===== src/rtl/id_ex_stage_reg_pkg.sv =====
// Shared ARM core definitions: EXE commands, shifter types, flag indices.
// Also holds the ID->EXE control bundle and the bubble-gating helper.
package arm_pkg;

    localparam int EXE_CMD_W  = 4;
    localparam int SHIFT_OP_W = 12;
    localparam int SIMM_W     = 24;
    localparam int NZCV_W     = 4;

    localparam logic [EXE_CMD_W-1:0] EXE_MOV = 4'b0001;
    localparam logic [EXE_CMD_W-1:0] EXE_MVN = 4'b1001;
    localparam logic [EXE_CMD_W-1:0] EXE_ADD = 4'b0010;
    localparam logic [EXE_CMD_W-1:0] EXE_ADC = 4'b0011;
    localparam logic [EXE_CMD_W-1:0] EXE_SUB = 4'b0100;
    localparam logic [EXE_CMD_W-1:0] EXE_SBC = 4'b0101;
    localparam logic [EXE_CMD_W-1:0] EXE_AND = 4'b0110;
    localparam logic [EXE_CMD_W-1:0] EXE_ORR = 4'b0111;
    localparam logic [EXE_CMD_W-1:0] EXE_EOR = 4'b1000;

    localparam logic [1:0] SH_LSL = 2'b00;
    localparam logic [1:0] SH_LSR = 2'b01;
    localparam logic [1:0] SH_ASR = 2'b10;
    localparam logic [1:0] SH_ROR = 2'b11;

    localparam int FLAG_N = 3;
    localparam int FLAG_Z = 2;
    localparam int FLAG_C = 1;
    localparam int FLAG_V = 0;

    typedef struct packed {
        logic                 wb_en;
        logic                 mem_r_en;
        logic                 mem_w_en;
        logic                 b;
        logic                 s;
        logic [EXE_CMD_W-1:0] exe_cmd;
    } ctrl_t;

    // A bubble keeps its command code but loses every side-effect bit.
    function automatic ctrl_t gate_ctrl(ctrl_t c, logic v);
        ctrl_t r;
        r          = c;
        r.wb_en    = c.wb_en & v;
        r.mem_r_en = c.mem_r_en & v;
        r.mem_w_en = c.mem_w_en & v;
        r.b        = c.b & v;
        r.s        = c.s & v;
        return r;
    endfunction

endpackage


===== src/rtl/id_ex_stage_reg_if.sv =====
// ID->EXE bundle: ID-side fields (_in) and registered EXE-side copies (_out).
interface id_ex_stage_reg_if #(
    parameter int DATA_W     = 32,
    parameter int REG_ADDR_W = 4,
    parameter int CMD_W      = 4
);
    logic                  in_valid;
    logic [DATA_W-1:0]     pc_in;
    logic [CMD_W-1:0]      exe_cmd_in;
    logic                  wb_en_in;
    logic                  mem_r_en_in;
    logic                  mem_w_en_in;
    logic                  b_in;
    logic                  s_in;
    logic [DATA_W-1:0]     val_rn_in;
    logic [DATA_W-1:0]     val_rm_in;
    logic                  imm_in;
    logic [11:0]           shift_operand_in;
    logic [23:0]           signed_imm_24_in;
    logic [REG_ADDR_W-1:0] dest_in;
    logic [3:0]            status_in;

    logic                  valid_out;
    logic [DATA_W-1:0]     pc_out;
    logic [CMD_W-1:0]      exe_cmd_out;
    logic                  wb_en_out;
    logic                  mem_r_en_out;
    logic                  mem_w_en_out;
    logic                  b_out;
    logic                  s_out;
    logic [DATA_W-1:0]     val_rn_out;
    logic [DATA_W-1:0]     val_rm_out;
    logic                  imm_out;
    logic [11:0]           shift_operand_out;
    logic [23:0]           signed_imm_24_out;
    logic [REG_ADDR_W-1:0] dest_out;
    logic [3:0]            status_out;
    logic                  is_mem_out;

    modport master (
        output in_valid, pc_in, exe_cmd_in, wb_en_in, mem_r_en_in,
        output mem_w_en_in, b_in, s_in, val_rn_in, val_rm_in, imm_in,
        output shift_operand_in, signed_imm_24_in, dest_in, status_in,
        input  valid_out, pc_out, exe_cmd_out, wb_en_out, mem_r_en_out,
        input  mem_w_en_out, b_out, s_out, val_rn_out, val_rm_out, imm_out,
        input  shift_operand_out, signed_imm_24_out, dest_out, status_out,
        input  is_mem_out
    );

    modport slave (
        input  in_valid, pc_in, exe_cmd_in, wb_en_in, mem_r_en_in,
        input  mem_w_en_in, b_in, s_in, val_rn_in, val_rm_in, imm_in,
        input  shift_operand_in, signed_imm_24_in, dest_in, status_in,
        output valid_out, pc_out, exe_cmd_out, wb_en_out, mem_r_en_out,
        output mem_w_en_out, b_out, s_out, val_rn_out, val_rm_out, imm_out,
        output shift_operand_out, signed_imm_24_out, dest_out, status_out,
        output is_mem_out
    );

endinterface


===== src/rtl/pipe_reg_en_clr.sv =====
// Pipeline register: async active-low reset, sync clear beats enable.
module pipe_reg_en_clr #(
    parameter int W = 8
) (
    input  logic         clk,
    input  logic         rst_n,
    input  logic         en,
    input  logic         clr,
    input  logic [W-1:0] d,
    output logic [W-1:0] q
);

    always_ff @(posedge clk or negedge rst_n) begin
        if (!rst_n) begin
            q <= '0;
        end else if (clr) begin
            q <= '0;
        end else if (en) begin
            q <= d;
        end
    end

endmodule


===== src/rtl/sat_counter16.sv =====
// 16-bit saturating event counter; only built with ID_EX_PERF_EN.
`ifdef ID_EX_PERF_EN
module sat_counter16 (
    input  logic        clk,
    input  logic        rst_n,
    input  logic        inc,
    output logic [15:0] cnt
);

    always_ff @(posedge clk or negedge rst_n) begin
        if (!rst_n) begin
            cnt <= '0;
        end else if (inc && cnt != 16'hFFFF) begin
            cnt <= cnt + 16'd1;
        end
    end

endmodule
`endif


===== src/rtl/id_ex_stage_reg.sv =====
// ID->EXE pipeline register with freeze, flush and bubble gating.
// Define ID_EX_PERF_EN to add saturating flush/stall counters.
module id_ex_stage_reg
    import arm_pkg::*;
#(
    parameter int DATA_W     = 32,
    parameter int REG_ADDR_W = 4,
    parameter int CMD_W      = 4
) (
    input  logic               clk,
    input  logic               rst_n,
    input  logic               freeze,
    input  logic               flush,
    id_ex_stage_reg_if.slave   bus
`ifdef ID_EX_PERF_EN
    ,
    output logic [15:0]        flush_cnt_out,
    output logic [15:0]        stall_cnt_out
`endif
);

    localparam int CTRL_W = $bits(ctrl_t) + 2;
    localparam int DATA_BUS_W = 3 * DATA_W + 1 + SHIFT_OP_W
                              + SIMM_W + REG_ADDR_W + NZCV_W;

    ctrl_t                 ctrl_raw;
    ctrl_t                 ctrl_d;
    ctrl_t                 ctrl_q;
    logic                  valid_q;
    logic                  is_mem_q;
    logic                  load_en;
    logic [CTRL_W-1:0]     ctrl_reg_d;
    logic [CTRL_W-1:0]     ctrl_reg_q;
    logic [DATA_BUS_W-1:0] data_reg_d;
    logic [DATA_BUS_W-1:0] data_reg_q;

    always_comb begin
        ctrl_raw          = '0;
        ctrl_raw.wb_en    = bus.wb_en_in;
        ctrl_raw.mem_r_en = bus.mem_r_en_in;
        ctrl_raw.mem_w_en = bus.mem_w_en_in;
        ctrl_raw.b        = bus.b_in;
        ctrl_raw.s        = bus.s_in;
        ctrl_raw.exe_cmd  = bus.exe_cmd_in;
    end

    assign load_en = ~freeze;
    assign ctrl_d  = gate_ctrl(ctrl_raw, bus.in_valid);

    // is_mem derives from gated bits so a bubble never looks like a memory op.
    assign ctrl_reg_d = {bus.in_valid,
                         ctrl_d.mem_r_en | ctrl_d.mem_w_en,
                         ctrl_d};
    assign {valid_q, is_mem_q, ctrl_q} = ctrl_reg_q;

    assign data_reg_d = {bus.pc_in, bus.val_rn_in, bus.val_rm_in,
                         bus.imm_in, bus.shift_operand_in,
                         bus.signed_imm_24_in, bus.dest_in,
                         bus.status_in};

    pipe_reg_en_clr #(.W(CTRL_W)) u_ctrl_reg (
        .clk   (clk),
        .rst_n (rst_n),
        .en    (load_en),
        .clr   (flush),
        .d     (ctrl_reg_d),
        .q     (ctrl_reg_q)
    );

    pipe_reg_en_clr #(.W(DATA_BUS_W)) u_data_reg (
        .clk   (clk),
        .rst_n (rst_n),
        .en    (load_en),
        .clr   (flush),
        .d     (data_reg_d),
        .q     (data_reg_q)
    );

    assign bus.valid_out    = valid_q;
    assign bus.is_mem_out   = is_mem_q;
    assign bus.wb_en_out    = ctrl_q.wb_en;
    assign bus.mem_r_en_out = ctrl_q.mem_r_en;
    assign bus.mem_w_en_out = ctrl_q.mem_w_en;
    assign bus.b_out        = ctrl_q.b;
    assign bus.s_out        = ctrl_q.s;
    assign bus.exe_cmd_out  = ctrl_q.exe_cmd;

    assign {bus.pc_out, bus.val_rn_out, bus.val_rm_out,
            bus.imm_out, bus.shift_operand_out,
            bus.signed_imm_24_out, bus.dest_out,
            bus.status_out} = data_reg_q;

`ifdef ID_EX_PERF_EN
    logic stall_evt;

    assign stall_evt = freeze & ~flush;

    sat_counter16 u_flush_cnt (
        .clk   (clk),
        .rst_n (rst_n),
        .inc   (flush),
        .cnt   (flush_cnt_out)
    );

    sat_counter16 u_stall_cnt (
        .clk   (clk),
        .rst_n (rst_n),
        .inc   (stall_evt),
        .cnt   (stall_cnt_out)
    );
`endif

endmodule


===== src/flat_wrapper.sv =====
// flat-port wrapper written by rule: the top's interface ports become plain ports
module id_ex_stage_reg_flat import arm_pkg::*;
#(
    parameter int DATA_W     = 32,
    parameter int REG_ADDR_W = 4,
    parameter int CMD_W      = 4
)
  (clk, rst_n, freeze, flush, bus_in_valid, bus_pc_in, bus_exe_cmd_in, bus_wb_en_in, bus_mem_r_en_in, bus_mem_w_en_in, bus_b_in, bus_s_in, bus_val_rn_in, bus_val_rm_in, bus_imm_in, bus_shift_operand_in, bus_signed_imm_24_in, bus_dest_in, bus_status_in, bus_valid_out, bus_pc_out, bus_exe_cmd_out, bus_wb_en_out, bus_mem_r_en_out, bus_mem_w_en_out, bus_b_out, bus_s_out, bus_val_rn_out, bus_val_rm_out, bus_imm_out, bus_shift_operand_out, bus_signed_imm_24_out, bus_dest_out, bus_status_out, bus_is_mem_out);
  id_ex_stage_reg_if #(.DATA_W(DATA_W), .REG_ADDR_W(REG_ADDR_W), .CMD_W(CMD_W)) bus_i ();
  input  logic clk;
  input  logic rst_n;
  input  logic freeze;
  input  logic flush;
  input wire logic [$bits(bus_i.in_valid)-1:0] bus_in_valid;
  input wire logic [$bits(bus_i.pc_in)-1:0] bus_pc_in;
  input wire logic [$bits(bus_i.exe_cmd_in)-1:0] bus_exe_cmd_in;
  input wire logic [$bits(bus_i.wb_en_in)-1:0] bus_wb_en_in;
  input wire logic [$bits(bus_i.mem_r_en_in)-1:0] bus_mem_r_en_in;
  input wire logic [$bits(bus_i.mem_w_en_in)-1:0] bus_mem_w_en_in;
  input wire logic [$bits(bus_i.b_in)-1:0] bus_b_in;
  input wire logic [$bits(bus_i.s_in)-1:0] bus_s_in;
  input wire logic [$bits(bus_i.val_rn_in)-1:0] bus_val_rn_in;
  input wire logic [$bits(bus_i.val_rm_in)-1:0] bus_val_rm_in;
  input wire logic [$bits(bus_i.imm_in)-1:0] bus_imm_in;
  input wire logic [$bits(bus_i.shift_operand_in)-1:0] bus_shift_operand_in;
  input wire logic [$bits(bus_i.signed_imm_24_in)-1:0] bus_signed_imm_24_in;
  input wire logic [$bits(bus_i.dest_in)-1:0] bus_dest_in;
  input wire logic [$bits(bus_i.status_in)-1:0] bus_status_in;
  output wire logic [$bits(bus_i.valid_out)-1:0] bus_valid_out;
  output wire logic [$bits(bus_i.pc_out)-1:0] bus_pc_out;
  output wire logic [$bits(bus_i.exe_cmd_out)-1:0] bus_exe_cmd_out;
  output wire logic [$bits(bus_i.wb_en_out)-1:0] bus_wb_en_out;
  output wire logic [$bits(bus_i.mem_r_en_out)-1:0] bus_mem_r_en_out;
  output wire logic [$bits(bus_i.mem_w_en_out)-1:0] bus_mem_w_en_out;
  output wire logic [$bits(bus_i.b_out)-1:0] bus_b_out;
  output wire logic [$bits(bus_i.s_out)-1:0] bus_s_out;
  output wire logic [$bits(bus_i.val_rn_out)-1:0] bus_val_rn_out;
  output wire logic [$bits(bus_i.val_rm_out)-1:0] bus_val_rm_out;
  output wire logic [$bits(bus_i.imm_out)-1:0] bus_imm_out;
  output wire logic [$bits(bus_i.shift_operand_out)-1:0] bus_shift_operand_out;
  output wire logic [$bits(bus_i.signed_imm_24_out)-1:0] bus_signed_imm_24_out;
  output wire logic [$bits(bus_i.dest_out)-1:0] bus_dest_out;
  output wire logic [$bits(bus_i.status_out)-1:0] bus_status_out;
  output wire logic [$bits(bus_i.is_mem_out)-1:0] bus_is_mem_out;
  assign bus_i.in_valid = bus_in_valid;
  assign bus_i.pc_in = bus_pc_in;
  assign bus_i.exe_cmd_in = bus_exe_cmd_in;
  assign bus_i.wb_en_in = bus_wb_en_in;
  assign bus_i.mem_r_en_in = bus_mem_r_en_in;
  assign bus_i.mem_w_en_in = bus_mem_w_en_in;
  assign bus_i.b_in = bus_b_in;
  assign bus_i.s_in = bus_s_in;
  assign bus_i.val_rn_in = bus_val_rn_in;
  assign bus_i.val_rm_in = bus_val_rm_in;
  assign bus_i.imm_in = bus_imm_in;
  assign bus_i.shift_operand_in = bus_shift_operand_in;
  assign bus_i.signed_imm_24_in = bus_signed_imm_24_in;
  assign bus_i.dest_in = bus_dest_in;
  assign bus_i.status_in = bus_status_in;
  assign bus_valid_out = bus_i.valid_out;
  assign bus_pc_out = bus_i.pc_out;
  assign bus_exe_cmd_out = bus_i.exe_cmd_out;
  assign bus_wb_en_out = bus_i.wb_en_out;
  assign bus_mem_r_en_out = bus_i.mem_r_en_out;
  assign bus_mem_w_en_out = bus_i.mem_w_en_out;
  assign bus_b_out = bus_i.b_out;
  assign bus_s_out = bus_i.s_out;
  assign bus_val_rn_out = bus_i.val_rn_out;
  assign bus_val_rm_out = bus_i.val_rm_out;
  assign bus_imm_out = bus_i.imm_out;
  assign bus_shift_operand_out = bus_i.shift_operand_out;
  assign bus_signed_imm_24_out = bus_i.signed_imm_24_out;
  assign bus_dest_out = bus_i.dest_out;
  assign bus_status_out = bus_i.status_out;
  assign bus_is_mem_out = bus_i.is_mem_out;
  id_ex_stage_reg #(.DATA_W(DATA_W), .REG_ADDR_W(REG_ADDR_W), .CMD_W(CMD_W)) u_core (.clk(clk), .rst_n(rst_n), .freeze(freeze), .flush(flush), .bus(bus_i));
endmodule

===== config.mk =====
export PLATFORM = sky130hd
export DESIGN_NAME = id_ex_stage_reg_flat
export DESIGN_NICKNAME = d
export VERILOG_FILES = /design/src/rtl/id_ex_stage_reg_pkg.sv /design/src/rtl/id_ex_stage_reg_if.sv /design/src/rtl/pipe_reg_en_clr.sv /design/src/rtl/sat_counter16.sv /design/src/rtl/id_ex_stage_reg.sv /design/src/flat_wrapper.sv
export SDC_FILE = /design/constraint.sdc
export NUM_CORES = 1
export LEC_CHECK = 0
export ABC_AREA = 1
export CORE_MARGIN = 3
export CORE_UTILIZATION = 35
export DETAILED_ROUTE_END_ITERATION = 8
export PLACE_DENSITY = 0.86
export SYNTH_ARGS = -nofsm -noshare
export SYNTH_HDL_FRONTEND = slang
export SYNTH_SLANG_ARGS = --single-unit

===== constraint.sdc =====
create_clock -name clk -period 0.8 [get_ports clk]
set_input_delay 0.16 -clock clk [delete_from_list [all_inputs] [get_ports clk]]
set_output_delay 0.16 -clock clk [all_outputs]
set_load 0.05 [all_outputs]

==> results of run 1 <==
==> repair_timing <==
action,in CTS,in global routing
pin swaps,3,8
resized for setup,21,26
buffers inserted,20,11
gates cloned,7,1
endpoints found under the setup margin,304,213
endpoints found under the hold margin,152,0
hold buffers,1,0
==> placed cells by master (no fill, tap or decap), drive strengths merged <==
master	netlist	routed
dlygate4sd3	0	1
clkdlybuf4s50	0	151
nor2	2	2
clkinv	0	4
clkinvlp	0	1
dfrtp	152	152
buf	26	214
clkbuf	7	25
inv	2	2
bufinv	0	3
nand3	6	6
nand2	453	453
bufbuf	0	2
==> registers in the layout, summed over array words and instances, names as in the netlist <==
signal	cells
u_core.u_data_reg.q	141
u_core.u_ctrl_reg.q	11
==> worst max path at each step <==
stage                                   startpoint                       to
after floorplan                             freeze  u_core.u_data_reg.q[69]
after global placement                      freeze  u_core.u_data_reg.q[66]
after CTS                 u_core.u_data_reg.q[126]           bus_pc_out[17]
after global routing       u_core.u_data_reg.q[92]       bus_val_rn_out[15]
after detailed placement                     flush  u_core.u_data_reg.q[46]
final                      u_core.u_data_reg.q[92]       bus_val_rn_out[15]
==> worst register-to-register path: stages (launching register included) <==
cell and delay [ps]:
dfrtp_1 430, buf_6 140, nand2_2 50, nand2_1 60
==> metrics by stage <==
step	utilization	hold WS [ps]	worst slack (ps)
detailed placement	0.684	41.3	-752
global placement	0.684	43.4	-666
CTS	0.747	94.8	-403
finish	0.758	113	-375
floorplan	-	-136	-33.7
global route	0.758	126	-410
==> layout make-up <==
class | instances | area, sq um | share of cell area
Clock buffer | 24 | 472 | 0.0391
Sequential cell | 152 | 3960 | 0.327
Inverter | 2 | 7.51 | 0.000622
Tap cell | 216 | 270 | 0.0224
Multi-Input combinational cell | 461 | 1790 | 0.148
Timing Repair Buffer | 369 | 5460 | 0.452
Clock inverter | 8 | 121 | 0.0100
==> power groups by stage <==
| stage | clock, mW | sequential (mW) | combinational, mW |
|---|---|---|---|
| 2_1_floorplan | 0 | 10.1 | 0.569 |
| 3_3_place_gp | 0 | 8.78 | 5.11 |
| 3_5_place_dp | 0 | 8.81 | 5.21 |
| 4_1_cts | 8.26 | 8.67 | 5.50 |
| 5_1_grt | 8.61 | 8.72 | 5.83 |
| 6_report | 8.13 | 8.69 | 5.59 |
==> metal layers <==
metal | wire, um | part of all wire | up-vias
met3 | 2120 | 0.093 | 47
met1 | 7980 | 0.35 | 2797
met2 | 12000 | 0.52 | 319
met4 | 725 | 0.032 | 0
li1 | - | - | 2654
met5 | 0 | 0 | -
==> cell families after synthesis <==
group                  count (synthesis)  share of synthesized area
AND/OR/NAND/NOR                      461                      0.306
flip-flops                           152                      0.665
buffers and inverters                 35                     0.0287
==> flow_summary.yaml, run 1 <==
pwr:
  peakVddDrop_v: 0.00134
  p_clk_frac: 0.363
  p_int_mw: 16.1
  p_switching_mw: 6.29
  power_frac_seq: 0.388
  p_leak_nw: 5.79
  p_per_area_nw_per_um2: 1860
  switching_share: 0.281
  total_power_mw: 22.4
  power_frac_comb: 0.249
synthesis:
  ys_seq_area_frac: 0.665
  syn_nets: 803
  synth_commonest_cells: "453 x nand2_1, 152 x dfrtp_1, 20 x buf_2"
  synth_ff_type: "dfrtp_1"
  synth_top_area_frac: 0.665
  synth.area.top_cells: "dfrtp_1 67%, nand2_1 30%, buf_2 1.8%"
  async_flop_share: 1.00
  syn_inst: 648
  ys_warn_count: 0
  synth_area_sq_um: 5720
  postSynthAreaPerCell_sq_um: 8.82
  synth-edff-count: 0
  synth-seq-cells: 152
  synth_area_leader_cell: "dfrtp_1"
  yosysMostFrequentCell: "nand2_1"
  synth_cell_types: 11
placed_design:
  dpl_cell_area_sq_um: 10900
  gp_congestion: 0.797
  dp_hpwl_um: 15500
  place_inst: 1165
  port_buffers: 306
grt:
  grt.busiest_layer: "met2"
  gr-usage-met1: 0.269
  overflow: 0
  met3_usage: 0.0829
  grt_pass1_vias: 6328
  grt_max_degree: 66
  antenna_found_initial: 0
  met2_usage: 0.447
  track_usage: 0.248
  grt_pass1_wl_um: 34200
setup_path:
  worstSetupPathType: "flip-flop to output pin"
  required_ps: 640
  cp_top_family: "flip-flops"
  cpPeakStageDelay_ps: 430
  r2r_setup_slack_ps: 0
  crit_arrival_ps: 1020
  cp-start-kind: "flip-flop"
  crit_fanout: 2
  crit_cells: 1
  r2r_start: "u_core.u_data_reg.q[92]"
  crit_chain: "buf_12"
  crit_path_top_delay_cell: "dfrtp_1"
  r2r_end: "u_core.u_data_reg.q[92]"
  path_buf_inv: 1
  endpoint_kind: "output pin"
  rr_worst_depth: 3
sta:
  fmax_mhz: 851
  finalHoldViolations: 0
  final_max_slew_viol_count: 0
  setup_viol: 152
  rsz0062_at_grt: "true"
  fin_skew_ps: 0
  period_share: 1.47
  worst_slack_ps: -375
  min_period_ps: 1180
  fin_tns_setup_ps: -53120
  worstMarginPinSlew_ps: 270
  slew_headroom: 0.819
drt:
  drcViolationCount: 0
  wl_per_cell_um: 18.5
  wl_um: 22800
  viasPerCell: 4.72
  ant_nets: 0
  drt_pre_antenna_iters: 4
  drtIter0Drc: 243
  vias: 5817
cells_and_area:
  n_antenna_cell: 0
  final_area_sq_um: 12100
  fin_cells: 1232
  area_growth_syn_to_layout_pct: 111
  final_layout_size_suffix_gt1_frac: 0.376
  nets: 1158
  fill_cells: 897
floorplan:
  die_h_um: 134
  die_area_sq_um: 17900
  core_area_sq_um: 15900
  fp.dieW_um: 134
  rows: 46
  start_util: 0.358
  ioPinCount: 307
min_path:
  hp-class: "input pin to flip-flop"
  hold_path.startpoint: "flush"
  holdPathEnd: "u_core.u_ctrl_reg.q[9]"
  min_path_cells: 4
clocking:
  clk_pin_slew_ps: 60
  clk_path_buf_depth: 2
  cts.sinks: 152
  ctsRootBufferMaster: "clkbuf_16"
  clock_latency_ps: 410
  tritoncts: "done"
  h-tree-depth: 4
  cts_buffers: 17
run:
  cap_violations: 0
run_status:
  violations: "setup timing"
  status: "finished with violations"
Power figures use the tool's default switching activity.
==> run 2, diff against run 1 <==
CORE_ASPECT_RATIO = 0.9   (was unset)
==> run 2 against run 1 <==
Compared with the run above: the flow still finishes with violations (setup timing); fmax decreased by 0.28%; non-clock buffer count is 9 higher; utilization up 1.7 points; first-iteration DRC count is 55% higher; sequential share of layout area shrank 0.25 points; clock power increased by 9.5%; hold slack worse by 1.0 ps; combinational power about the same; largest cell class unchanged.
==> flow_summary.yaml, run 2 (synthesis gave the netlist of run 1 again) <==
sta:
  rsz0062_at_grt: "true"
  fin_tns_setup_ps: -52960
  slew_headroom: 0.803
  min_period_ps: 1180
  final_max_slew_viol_count: 0
  fmax_mhz: 849
  finalHoldViolations: 0
  whs_ps: 111
  worstMarginPinSlew_ps: 295
  setup_viol: 155
  fin_skew_ps: 0
  worst_slack_ps: -378
  period_share: 1.47
pwr:
  power_frac_comb: 0.242
  p_leak_nw: 5.86
  p_int_mw: 16.7
  total_power_mw: 23.2
  power_frac_seq: 0.374
  p_switching_mw: 6.50
  peakVddDrop_v: 0.00161
  p_clk_frac: 0.384
  switching_share: 0.280
  p_per_area_nw_per_um2: 1910
grt:
  antenna_found_initial: 0
  grt.busiest_layer: "met2"
  grt_pass1_vias: 6206
  met2_usage: 0.441
  grt_pass1_wl_um: 33000
  met3_usage: 0.0767
  grt_max_degree: 60
  gr-usage-met1: 0.250
  track_usage: 0.238
  overflow: 0
cells_and_area:
  nets: 1167
  n_antenna_cell: 0
  top_regs: "u_core.u_data_reg.q: 141 flops, u_core.u_ctrl_reg.q: 11 flops"
  final_layout_size_suffix_gt1_frac: 0.385
  largest_reg_flops: 141
  mostFrequentLayoutCells: "437 x nand2_1, 162 x buf_12, 150 x clkdlybuf4s50_1"
  fin_cells: 1227
  area_growth_syn_to_layout_pct: 113
  final_common_cell: "nand2_1"
  largest_register: "u_core.u_data_reg.q"
clocking:
  clock_latency_ps: 410
  clk_path_buf_depth: 2
  h-tree-depth: 4
  clk_pin_slew_ps: 70
  cts_buffers: 17
  tritoncts: "done"
  ctsRootBufferMaster: "clkbuf_16"
  cts.sinks: 152
run:
  cap_violations: 0
floorplan:
  die_area_sq_um: 17900
  ioPinCount: 307
  die_h_um: 127
  core_area_sq_um: 15700
  rows: 43
  fp.dieW_um: 141
  start_util: 0.364
setup_path:
  path_buf_inv: 1
  crit_chain: "buf_12"
  crit_fanout: 2
  crit_arrival_ps: 1020
  cp_top_family: "flip-flops"
  cp-start-kind: "flip-flop"
  cpPeakStageDelay_ps: 440
  required_ps: 640
  rr_worst_depth: 4
  crit_path_top_delay_cell: "dfrtp_2"
  worstSetupPathType: "flip-flop to output pin"
  crit_cells: 1
  endpoint_kind: "output pin"
run_status:
  status: "finished with violations"
  violations: "setup timing"
placed_design:
  gp_congestion: 0.808
  dp_hpwl_um: 15300
  post-place-ws_ps: -760
  place_inst: 1149
  port_buffers: 306
drt:
  vias: 5931
  wl_per_cell_um: 19.2
  drtIter0Drc: 376
  wl_um: 23500
  drcViolationCount: 0
  viasPerCell: 4.83
  ant_nets: 0
  drt_pre_antenna_iters: 4
min_path:
  hp-class: "input pin to flip-flop"
  min_path_cells: 4
==> run 2: cell count changes in the layout (fill, tap and decap cells not counted), sizes merged <==
cell	delta
clkbuf	+2
clkdlybuf4s50	-1
bufbuf	-2
clkdlybuf4s15	+1
dlymetal6s2s	+1
buf	+5
bufinv	+2
inv	+1
==> run 2: timing repair <==
action / 4_1_cts / 5_1_grt
pin swaps: 2 / 11
endpoints found under the setup margin: 304 / 232
resized for setup: 13 / 32
setup buffers: 23 / 16
gates cloned: 4 / 6
endpoints found under the hold margin: 152 / 0
hold buffers: 1 / 0
==> run 2: layout make-up <==
type	instances	area (sq um)
sequential	152	3960
multi-input combinational	461	1800
fill	852	3540
tap	202	253
clock inverter	11	198
timing repair buffer	378	5510
clock buffer	21	450
inverter	2	7.51
==> run 2: routing by layer <==
| layer | part of all wire | up-vias | routed length, um |
|---|---|---|---|
| met5 | 0 | - | 0 |
| met4 | 0.039 | 0 | 927 |
| met3 | 0.080 | 60 | 1880 |
| met2 | 0.54 | 320 | 12600 |
| met1 | 0.34 | 2881 | 8100 |
| li1 | - | 2670 | - |
==> run 2: power by group through the flow <==
stage / Sequential [mW] / Clock, mW / Combinational [mW]
2_1_floorplan: 10.1 / 0 / 0.569
3_3_place_gp: 8.78 / 0 / 5.10
3_5_place_dp: 8.81 / 0 / 5.19
4_1_cts: 8.66 / 8.99 / 5.41
5_1_grt: 8.71 / 9.40 / 5.85
6_report: 8.68 / 8.90 / 5.62
==> run 2: final timing paths <==
| kind | to | slack [ps] | startpoint |
|---|---|---|---|
| worst max-delay path | bus_val_rm_out[11] | -380 | u_core.u_data_reg.q[56] |
| worst min-delay path | u_core.u_ctrl_reg.q[9] | 110 | flush |
| worst max register to register | u_core.u_data_reg.q[86] | -90 | u_core.u_data_reg.q[86] |
| worst min register to register | u_core.u_data_reg.q[138] | 510 | u_core.u_data_reg.q[138] |
| max in group asynchronous | u_core.u_data_reg.q[5] | 100 | rst_n |
| min in group asynchronous | u_core.u_data_reg.q[117] | 160 | rst_n |
==> run 2: through the flow <==
stage | area [sq um] | utilization
6_report | 12200 | 0.775
3_3_place_gp | 10900 | 0.692
3_5_place_dp | 10900 | 0.692
5_1_grt | 12200 | 0.775
4_1_cts | 11800 | 0.753
2_1_floorplan | 5890 | -
